--- config.mk ---
export PLATFORM = sky130hd
export DESIGN_NAME = axil_ctrl_master
export DESIGN_NICKNAME = d
export VERILOG_FILES = /design/src/rtl/axil_ctrl_master.sv
export SDC_FILE = /design/constraint.sdc
export NUM_CORES = 1
export LEC_CHECK = 0
export ABC_CLOCK_PERIOD_IN_PS = 2700
export BUFFER_PORTS_ARGS = -buffer_cell sky130_fd_sc_hd__buf_4
export CORE_ASPECT_RATIO = 1.75
export CORE_MARGIN = 10
export CORE_UTILIZATION = 42
export DETAILED_ROUTE_END_ITERATION = 16
export PLACE_DENSITY = 0.75
export RECOVER_POWER = 50
export SLEW_MARGIN = 10
export SYNTH_ARGS = -nofsm -noshare
export SYNTH_HDL_FRONTEND = slang
export SYNTH_SLANG_ARGS = --single-unit
--- constraint.sdc ---
create_clock -name clk_control -period 2.7 [get_ports clk_control]
set_clock_uncertainty 0.15 [all_clocks]
set_input_delay 0.135 -clock clk_control [delete_from_list [all_inputs] [get_ports clk_control]]
set_output_delay 0.135 -clock clk_control [all_outputs]
set_load 0.05 [all_outputs]
--- src/rtl/axil_ctrl_master.sv ---
// rtl/axil_ctrl_master.sv - AXI4-Lite initiator driven by a command stream
// Decodes one command packet, runs a single-beat read or write, returns a 2-beat response.
module axil_ctrl_master #(
    parameter int BW       = 32,
    parameter int BW_AXI   = 32,
    parameter int BWB_AXI  = BW_AXI / 8,
    parameter int AXI_ADDR = 8
) (
    input  logic                clk_control,
    input  logic                clk_control_rst_high,

    input  logic                cmd_TVALID,
    output logic                cmd_TREADY,
    input  logic [BW-1:0]       cmd_TDATA,
    input  logic                cmd_TLAST,

    output logic                rsp_TVALID,
    input  logic                rsp_TREADY,
    output logic [BW-1:0]       rsp_TDATA,
    output logic                rsp_TLAST,

    output logic [AXI_ADDR-1:0] m_AXI_AWADDR,
    output logic                m_AXI_AWVALID,
    input  logic                m_AXI_AWREADY,
    output logic [BW_AXI-1:0]   m_AXI_WDATA,
    output logic [BWB_AXI-1:0]  m_AXI_WSTRB,
    output logic                m_AXI_WVALID,
    input  logic                m_AXI_WREADY,
    input  logic [1:0]          m_AXI_BRESP,
    input  logic                m_AXI_BVALID,
    output logic                m_AXI_BREADY,
    output logic [AXI_ADDR-1:0] m_AXI_ARADDR,
    output logic                m_AXI_ARVALID,
    input  logic                m_AXI_ARREADY,
    input  logic [BW_AXI-1:0]   m_AXI_RDATA,
    input  logic [1:0]          m_AXI_RRESP,
    input  logic                m_AXI_RVALID,
    output logic                m_AXI_RREADY
);

    typedef enum logic [3:0] {
        S_IDLE,
        S_WDATA,
        S_WR,
        S_WB,
        S_RD,
        S_RR,
        S_RSP0,
        S_RSP1,
        S_DRAIN
    } state_t;

    state_t                r_state;
    state_t                w_next;

    logic                  r_cmd_tready;
    logic                  r_write;
    logic                  r_malformed;
    logic [AXI_ADDR-1:0]   r_addr;
    logic [BWB_AXI-1:0]    r_wstrb;
    logic [BW_AXI-1:0]     r_wdata;
    logic [BW_AXI-1:0]     r_rdata;
    logic [1:0]            r_resp;
    logic                  r_aw_done;
    logic                  r_w_done;

    logic                  w_cmd_hs;
    logic                  w_aw_hs;
    logic                  w_w_hs;
    logic                  w_aw_done_nxt;
    logic                  w_w_done_nxt;
    logic                  w_hdr_write;

    logic                  w_awvalid;
    logic                  w_wvalid;
    logic                  w_bready;
    logic                  w_arvalid;
    logic                  w_rready;
    logic                  w_rsp_tvalid;
    logic                  w_rsp_tlast;
    logic [BW-1:0]         w_rsp_tdata;
    logic [BW-1:0]         w_status;
    logic                  w_unused;

    assign w_cmd_hs      = cmd_TVALID & r_cmd_tready;
    assign w_aw_hs       = w_awvalid & m_AXI_AWREADY;
    assign w_w_hs        = w_wvalid & m_AXI_WREADY;
    assign w_aw_done_nxt = r_aw_done | w_aw_hs;
    assign w_w_done_nxt  = r_w_done | w_w_hs;
    assign w_hdr_write   = cmd_TDATA[31];

    // Header bits that carry no meaning for this block.
    assign w_unused = ^{cmd_TDATA[30:28], cmd_TDATA[23:AXI_ADDR]};

    assign w_status = {r_write, 27'b0, r_malformed, 1'b0, r_resp};

    // State register
    always_ff @(posedge clk_control or posedge clk_control_rst_high) begin
        if (clk_control_rst_high) begin
            r_state <= S_IDLE;
        end else begin
            r_state <= w_next;
        end
    end

    // Next-state logic
    always_comb begin
        w_next = r_state;
        case (r_state)
            S_IDLE: begin
                if (w_cmd_hs) begin
                    if (w_hdr_write) begin
                        w_next = cmd_TLAST ? S_RSP0 : S_WDATA;
                    end else begin
                        w_next = cmd_TLAST ? S_RD : S_DRAIN;
                    end
                end
            end
            S_WDATA: begin
                if (w_cmd_hs) begin
                    w_next = cmd_TLAST ? S_WR : S_DRAIN;
                end
            end
            S_DRAIN: begin
                if (w_cmd_hs && cmd_TLAST) begin
                    w_next = r_write ? S_WR : S_RSP0;
                end
            end
            S_WR: begin
                if (w_aw_done_nxt && w_w_done_nxt) begin
                    w_next = S_WB;
                end
            end
            S_WB: begin
                if (m_AXI_BVALID) begin
                    w_next = S_RSP0;
                end
            end
            S_RD: begin
                if (m_AXI_ARREADY) begin
                    w_next = S_RR;
                end
            end
            S_RR: begin
                if (m_AXI_RVALID) begin
                    w_next = S_RSP0;
                end
            end
            S_RSP0: begin
                if (rsp_TREADY) begin
                    w_next = S_RSP1;
                end
            end
            S_RSP1: begin
                if (rsp_TREADY) begin
                    w_next = S_IDLE;
                end
            end
            default: w_next = S_IDLE;
        endcase
    end

    // Output decode; all data fields come from registers so they hold while stalled.
    always_comb begin
        w_awvalid    = 1'b0;
        w_wvalid     = 1'b0;
        w_bready     = 1'b0;
        w_arvalid    = 1'b0;
        w_rready     = 1'b0;
        w_rsp_tvalid = 1'b0;
        w_rsp_tlast  = 1'b0;
        w_rsp_tdata  = '0;
        case (r_state)
            S_WR: begin
                w_awvalid = ~r_aw_done;
                w_wvalid  = ~r_w_done;
            end
            S_WB: w_bready  = 1'b1;
            S_RD: w_arvalid = 1'b1;
            S_RR: w_rready  = 1'b1;
            S_RSP0: begin
                w_rsp_tvalid = 1'b1;
                w_rsp_tdata  = BW'(r_rdata);
            end
            S_RSP1: begin
                w_rsp_tvalid = 1'b1;
                w_rsp_tlast  = 1'b1;
                w_rsp_tdata  = w_status;
            end
            default: begin
                w_rsp_tdata = '0;
            end
        endcase
    end

    // Command ready is registered so it stays low through reset and rises on the first clock after release.
    always_ff @(posedge clk_control or posedge clk_control_rst_high) begin
        if (clk_control_rst_high) begin
            r_cmd_tready <= 1'b0;
        end else begin
            r_cmd_tready <= (w_next == S_IDLE) || (w_next == S_WDATA) || (w_next == S_DRAIN);
        end
    end

    // Transaction datapath
    always_ff @(posedge clk_control or posedge clk_control_rst_high) begin
        if (clk_control_rst_high) begin
            r_write     <= 1'b0;
            r_malformed <= 1'b0;
            r_addr      <= '0;
            r_wstrb     <= '0;
            r_wdata     <= '0;
            r_rdata     <= '0;
            r_resp      <= 2'b00;
            r_aw_done   <= 1'b0;
            r_w_done    <= 1'b0;
        end else begin
            if (r_state == S_IDLE && w_cmd_hs) begin
                r_write     <= w_hdr_write;
                r_malformed <= w_hdr_write ? cmd_TLAST : ~cmd_TLAST;
                r_addr      <= cmd_TDATA[AXI_ADDR-1:0];
                r_wstrb     <= cmd_TDATA[24 +: BWB_AXI];
                r_wdata     <= '0;
                r_rdata     <= '0;
                r_resp      <= 2'b00;
            end

            if (r_state == S_WDATA && w_cmd_hs) begin
                r_wdata <= cmd_TDATA[BW_AXI-1:0];
                if (!cmd_TLAST) begin
                    r_malformed <= 1'b1;
                end
            end

            if (r_state == S_WR) begin
                r_aw_done <= w_aw_done_nxt;
                r_w_done  <= w_w_done_nxt;
            end else begin
                r_aw_done <= 1'b0;
                r_w_done  <= 1'b0;
            end

            if (r_state == S_WB && m_AXI_BVALID) begin
                r_resp <= m_AXI_BRESP;
            end

            if (r_state == S_RR && m_AXI_RVALID) begin
                r_rdata <= m_AXI_RDATA;
                r_resp  <= m_AXI_RRESP;
            end
        end
    end

    assign cmd_TREADY    = r_cmd_tready;
    assign rsp_TVALID    = w_rsp_tvalid;
    assign rsp_TDATA     = w_rsp_tdata;
    assign rsp_TLAST     = w_rsp_tlast;
    assign m_AXI_AWADDR  = r_addr;
    assign m_AXI_AWVALID = w_awvalid;
    assign m_AXI_WDATA   = r_wdata;
    assign m_AXI_WSTRB   = r_wstrb;
    assign m_AXI_WVALID  = w_wvalid;
    assign m_AXI_BREADY  = w_bready;
    assign m_AXI_ARADDR  = r_addr;
    assign m_AXI_ARVALID = w_arvalid;
    assign m_AXI_RREADY  = w_rready;

endmodule

==> flow_summary.yaml, run 1 <==
flow_run:
  cap_viol_max_count: 1
timing:
  fmax_mhz: 403
  hold_violations: 0
  slew_violations: 39
  worst_pin_slew_ps: 1730
  finalCritPeriodShare_pct: 92.0
  setup_viol: 0
  period_needed_ps: 2480
  rsz0062_at_grt: "no"
  fin_hold_ws_ps: 37.6
  finalSetupTns_ps: 0
  slew_headroom_pct: -16.0
finish:
  area.growth.synth_to_final_pct: 55.2
  nFillCells: 692
  nets: 632
  drive_gt1_share_pct: 27.5
  layout_common_cells: "buf_4, dfrtp_1, dlygate4sd3_1"
  final_common_cell: "buf_4"
clocking:
  clk_latency_ps: 330
  cts_max_path_buffers: 2
  cts_sinks: 87
  root_buffer: "clkbuf_16"
  cts_tree: "done"
  numCtsBuffers: 9
  h-tree-depth: 3
  path_clk_slew_ps: 60
place:
  port_buffers: 169
  finalWeightedCongestion: 0.840
  dp_hpwl_um: 8870
setup_path:
  reg2reg_from: "r_state[1]$_DFF_PP0_"
  crit_family: "buffers and inverters"
  cp_max_fo: 36
  arrival_ps: 2550
  cp-end-kind: "flip-flop"
  cp-start-kind: "flip-flop"
  crit_required_ps: 2770
  cp_slowest_stage_delay_ps: 560
  critPathBufInv: 2
  crit_start: "r_state[1]$_DFF_PP0_"
  cp_slowest_cell: "dlygate4sd3_1"
  critical_path_class: "flip-flop to flip-flop"
  cp_cell_sequence: "nand2b_1 -> nor2_2 -> and2_1 -> buf_6 -> o21ai_0 -> dlygate4sd3_1"
detailed_routing:
  drt_pass1_iterations: 5
  wire_per_inst_um: 19.2
  routed_wl_um: 12900
  detail-route-antenna-nets: 0
  drc: 0
  vias: 3491
  viasPerCell: 5.17
  drtIter0Drc: 214
global_routing:
  grt_max_degree: 50
  busiest_layer: "met2"
  grt_pass1_wl_um: 20000
  use_met2_pct: 33.8
  use_met1_pct: 18.7
  grt_usage_pct: 18.8
  gr-total-overflow: 0
  grtUsageMet3_pct: 4.59
  antenna_found_initial: 2
  grt_pass1_vias: 3755
worst_hold_path:
  hold_path_class: "input port to flip-flop"
  hold_start: "rsp_TREADY"
synthesis:
  avgSynthCellArea_um2: 11.7
  yosys_warnings: 0
  seq_area_frac_synth_pct: 57.5
  synth_edf_count: 0
  synthArstFlopShare_pct: 100
  ys_types: 42
  syn-num-nets: 405
  synth_area_um2: 3790
  ys.flop_type: "dfrtp_1"
  synth_seq_cells: 87
  syn_inst: 324
floorplan:
  die-area_um2: 13400
  num_rows: 45
  io_pins: 170
  start_util_pct: 43.4
  fp.coreArea_um2: 8730
  die_w_um: 91.8
  die_y_um: 146
outcome:
  violations: "capacitance limit, slew limit"
  outcome: "finished with violations"
power_and_ir_drop:
  max-vdd-ir-drop_uv: 718
  leakagePower_nw: 2.91
  power_density_nw_per_um2: 1230
## worst reg2reg max path, cell delays in order, from the launching register on
cell and delay [ps]:
dfrtp_1 540, nand2b_1 290, nor2_2 160, and2_1 230, buf_6 290, o21ai_0 140
dlygate4sd3_1 560
## routing by layer
metal  share of wire [%]  vias up  routed length (um)
met3                 5.5       39                 705
li1                    -     1603                   -
met2                  56      139                7210
met1                  35     1710                4500
met5                   0        -                   0
met4                 4.0        0                 518
## per-stage QoR
stage          utilization (%)  total power [W]  instances  cell area [um^2]  worst slack, ps
6_report                  67.4          0.00724        675              5880              216
3_3_place_gp              58.0          0.00612        586              5060              535
5_1_grt                   67.4          0.00758        675              5880             82.0
2_1_floorplan                -          0.00506        324              3790             82.9
4_1_cts                   69.6          0.00756        673              6070              153
3_5_place_dp              58.0          0.00620        586              5060              437
## final cells by class
class / count / area [um^2] / area share [%]
tap: 117 / 146 / 2.49
antenna: 2 / 5.00 / 0.0851
sequential: 87 / 2180 / 37.0
clock buffer: 12 / 267 / 4.53
clock inverter: 4 / 35.0 / 0.596
timing repair buffer: 247 / 1850 / 31.4
inverter: 4 / 16.3 / 0.277
multi-input combinational: 202 / 1390 / 23.6
## power breakdown
part / total, W / internal [W] / switching (W) / leakage [nW]
sequential: 0.00229 / 0.00186 / 0.000431 / 1.13
combinational: 0.00373 / 0.00109 / 0.00264 / 1.63
clock: 0.00122 / 0.000709 / 0.000512 / 0.150
## final timing paths
kind                       slack (ps)                          end  cells past startpoint
setup / recovery                  220        r_resp[0]$_DFFE_PP0P_                      6
hold / removal                     40         r_state[2]$_DFF_PP0_                      3
setup reg to reg                  220        r_resp[0]$_DFFE_PP0P_                      6
hold reg to reg                   320   m_AXI_WSTRB[3]$_DFFE_PP0P_                      2
max in group asynchronous         860      r_rdata[12]$_DFFE_PP0P_                      4
min in group asynchronous         630  m_AXI_WDATA[15]$_DFFE_PP0P_                      3
## synthesized netlist by cell type (4+ instances only)
cell type / n / share of area (%)
nor2_1: 12 / 1.2
buf_2: 7 / 0.92
clkbuf_1: 7 / 0.69
nand2_1: 42 / 4.2
inv_1: 4 / 0.40
nor2_2: 4 / 0.66
buf_6: 6 / 1.8
a22o_1: 68 / 16
dfrtp_1: 87 / 57
and2_1: 30 / 5.0
buf_4: 11 / 2.2
o21ai_0: 7 / 0.92
## kinds of logic after synthesis
kind of cell / Yosys count / share of synthesized area, %
and+or+nand+nor: 108 / 15.3
DFF: 87 / 57.5
xor gates and xnor gates: 1 / 0.231
buffers and inverters: 35 / 5.98
AOI/OAI and AO/OA: 90 / 20.0
adders and majority gates: 3 / 0.991
## flip-flops by register name (all words and copies together), names as in the netlist
| register | cells |
|---|---|
| cmd_TREADY | 1 |
| m_AXI_ARADDR | 8 |
| m_AXI_WDATA | 32 |
| m_AXI_WSTRB | 4 |
| r_aw_done | 1 |
| r_malformed | 1 |
| r_rdata | 32 |
| r_resp | 2 |
| r_state | 4 |
| r_w_done | 1 |
| r_write | 1 |
## what timing repair did
action / 4_1_cts / 5_1_grt
hold buffers: 71 / 0
hold endpoints to repair: 119 / 0
buffers inserted: 0 / 0
endpoints found under the setup margin: 0 / 1
resized for setup: 0 / 1
No activity file was read; power rests on OpenSTA's default activity.
==> run 2: changes to the inputs <==
--- a/config.mk
+++ b/config.mk
@@ -6,12 +6,12 @@
 export NUM_CORES = 1
 export LEC_CHECK = 0
 export ABC_CLOCK_PERIOD_IN_PS = 2700
-export BUFFER_PORTS_ARGS = -buffer_cell sky130_fd_sc_hd__buf_4
 export CORE_ASPECT_RATIO = 1.75
 export CORE_MARGIN = 10
-export CORE_UTILIZATION = 42
+export CORE_UTILIZATION = 56
 export DETAILED_ROUTE_END_ITERATION = 16
-export PLACE_DENSITY = 0.75
+export DONT_BUFFER_PORTS = 1
+export PLACE_DENSITY = 0.74
 export RECOVER_POWER = 50
 export SLEW_MARGIN = 10
 export SYNTH_ARGS = -nofsm -noshare
==> run 2 against run 1 <==
The flow still finishes with violations (capacitance limit, slew limit). Final area fell by 6.6%. Via count fell by 13%. Sequential power rose by 31%. Maximum frequency fell by 0.47%. Final cell count fell by 23%. Global-route usage rose by 4.8 points. Non-clock buffer count fell by 119. Largest cell class unchanged.
==> flow_summary.yaml, run 2 (same netlist as run 1, synthesis figures left out) <==
outcome:
  outcome: "finished with violations"
  violations: "capacitance limit, slew limit"
power_and_ir_drop:
  max-vdd-ir-drop_uv: 948
  p_total_w: 0.00742
  power_density_nw_per_um2: 1350
  leakagePower_nw: 2.58
setup_path:
  critical_path_class: "flip-flop to flip-flop"
  arrival_ps: 2550
  cp_slowest_stage_delay_ps: 580
  reg2reg_setup_slack_ps: 200
  cp-end-kind: "flip-flop"
  crit_required_ps: 2760
  cp_cell_sequence: "nand2b_1 -> nor2_2 -> and2_1 -> buf_6 -> o21ai_0 -> dlygate4sd3_1"
  path_depth: 6
  cp-start-kind: "flip-flop"
  cp_max_fo: 36
  crit_family: "buffers and inverters"
  ff2ff_path_depth: 6
  critPathBufInv: 2
  cp_slowest_cell: "dlygate4sd3_1"
clocking:
  root_buffer: "clkbuf_16"
  h-tree-depth: 3
  numCtsBuffers: 9
  cts_sinks: 87
  cts_max_path_buffers: 2
  path_clk_slew_ps: 60
  cts_tree: "done"
  clk_latency_ps: 330
worst_hold_path:
  hold_path_class: "input port to flip-flop"
  hold-path-cell-count: 2
timing:
  hold_violations: 0
  finalCritPeriodShare_pct: 92.5
  worst_pin_slew_ps: 1780
  finalSetupTns_ps: 0
  period_needed_ps: 2500
  rsz0062_at_grt: "no"
  setup_viol: 0
  fmax_mhz: 401
  slew_violations: 43
  slew_headroom_pct: -19.3
global_routing:
  grt_pass1_wl_um: 18800
  antenna_found_initial: 1
  grt_max_degree: 47
  grt_usage_pct: 23.6
  gr-total-overflow: 0
  grt_pass1_vias: 3347
detailed_routing:
  viasPerCell: 5.86
  wire_per_inst_um: 23.7
  drt_pass1_iterations: 4
  detail-route-antenna-nets: 0
  drtIter0Drc: 224
  drc: 0
  routed_wl_um: 12300
  vias: 3034
floorplan:
  die_w_um: 82.2
  num_rows: 39
  die-area_um2: 10600
  start_util_pct: 57.9
  fp.coreArea_um2: 6540
  io_pins: 170
  die_y_um: 129
place:
  dp_hpwl_um: 7920
  finalWeightedCongestion: 0.880
  port_buffers: 0
finish:
  drive_gt1_share_pct: 17.7
  layout_common_cells: "dfrtp_1, dlygate4sd3_1, a22o_1"
  nFillCells: 329
  final_common_cell: "dfrtp_1"
  area.growth.synth_to_final_pct: 45.0
  nets: 513
flow_run:
  cap_viol_max_count: 1
## run 2: path summary, 6_finish.rpt
kind	startpoint	endpoint
worst min-delay path	cmd_TLAST	r_state[3]$_DFF_PP0_
worst min register to register	m_AXI_ARADDR[2]$_DFFE_PP0P_	m_AXI_ARADDR[2]$_DFFE_PP0P_
min in group asynchronous	clk_control_rst_high	r_rdata[10]$_DFFE_PP0P_
worst max-delay path	r_state[1]$_DFF_PP0_	r_resp[1]$_DFFE_PP0P_
worst max register to register	r_state[1]$_DFF_PP0_	r_resp[1]$_DFFE_PP0P_
max in group asynchronous	clk_control_rst_high	m_AXI_WDATA[8]$_DFFE_PP0P_
## run 2: what timing repair did
action	4_1_cts	5_1_grt
hold endpoints to repair	125	0
setup endpoints to repair	0	1
hold buffers	73	0
resized for setup	0	2
buffers inserted	0	0
## run 2: layer usage
layer  wire [um]  share of wire (%)  GRT usage (%)
met1        4380                 36           25.1
met3         918                7.5           7.04
met5           0                  0              0
met4         349                2.8           9.15
met2        6610                 54           41.7
## run 2: final cells by class
| type | instances | area, um^2 | area share, % |
|---|---|---|---|
| sequential | 87 | 2180 | 39.6 |
| clock buffer | 10 | 239 | 4.35 |
| timing repair buffer | 128 | 1510 | 27.6 |
| tap | 82 | 103 | 1.87 |
| clock inverter | 4 | 47.5 | 0.865 |
| antenna | 1 | 2.50 | 0.0455 |
| inverter | 4 | 16.3 | 0.296 |
| multi-input combinational | 202 | 1400 | 25.4 |
## run 2: per-stage QoR
step	cells	utilization, %	setup WS [ps]	hold slack (ps)	cell area [um^2]
2_1_floorplan	324	-	82.9	90.4	3790
3_3_place_gp	430	69.1	480	-4.63	4520
3_5_place_dp	430	69.1	337	5.55	4520
4_1_cts	517	84.6	32.2	4.83	5530
5_1_grt	518	84.0	47.7	34.6	5500
6_report	518	84.0	204	16.1	5500
## run 2: worst register-to-register path, cell delays in order (launching register included)
cell and delay, ps:
dfrtp_1 550, nand2b_1 290, nor2_2 150, and2_1 210, buf_6 290, o21ai_0 150
dlygate4sd3_1 580
## run 2: power by group
part / internal, W / switching, W / total [W] / leakage [nW]
registers: 0.00185 / 0.00116 / 0.00301 / 1.13
clock network: 0.000728 / 0.000474 / 0.00120 / 0.140
logic: 0.00126 / 0.00195 / 0.00321 / 1.31
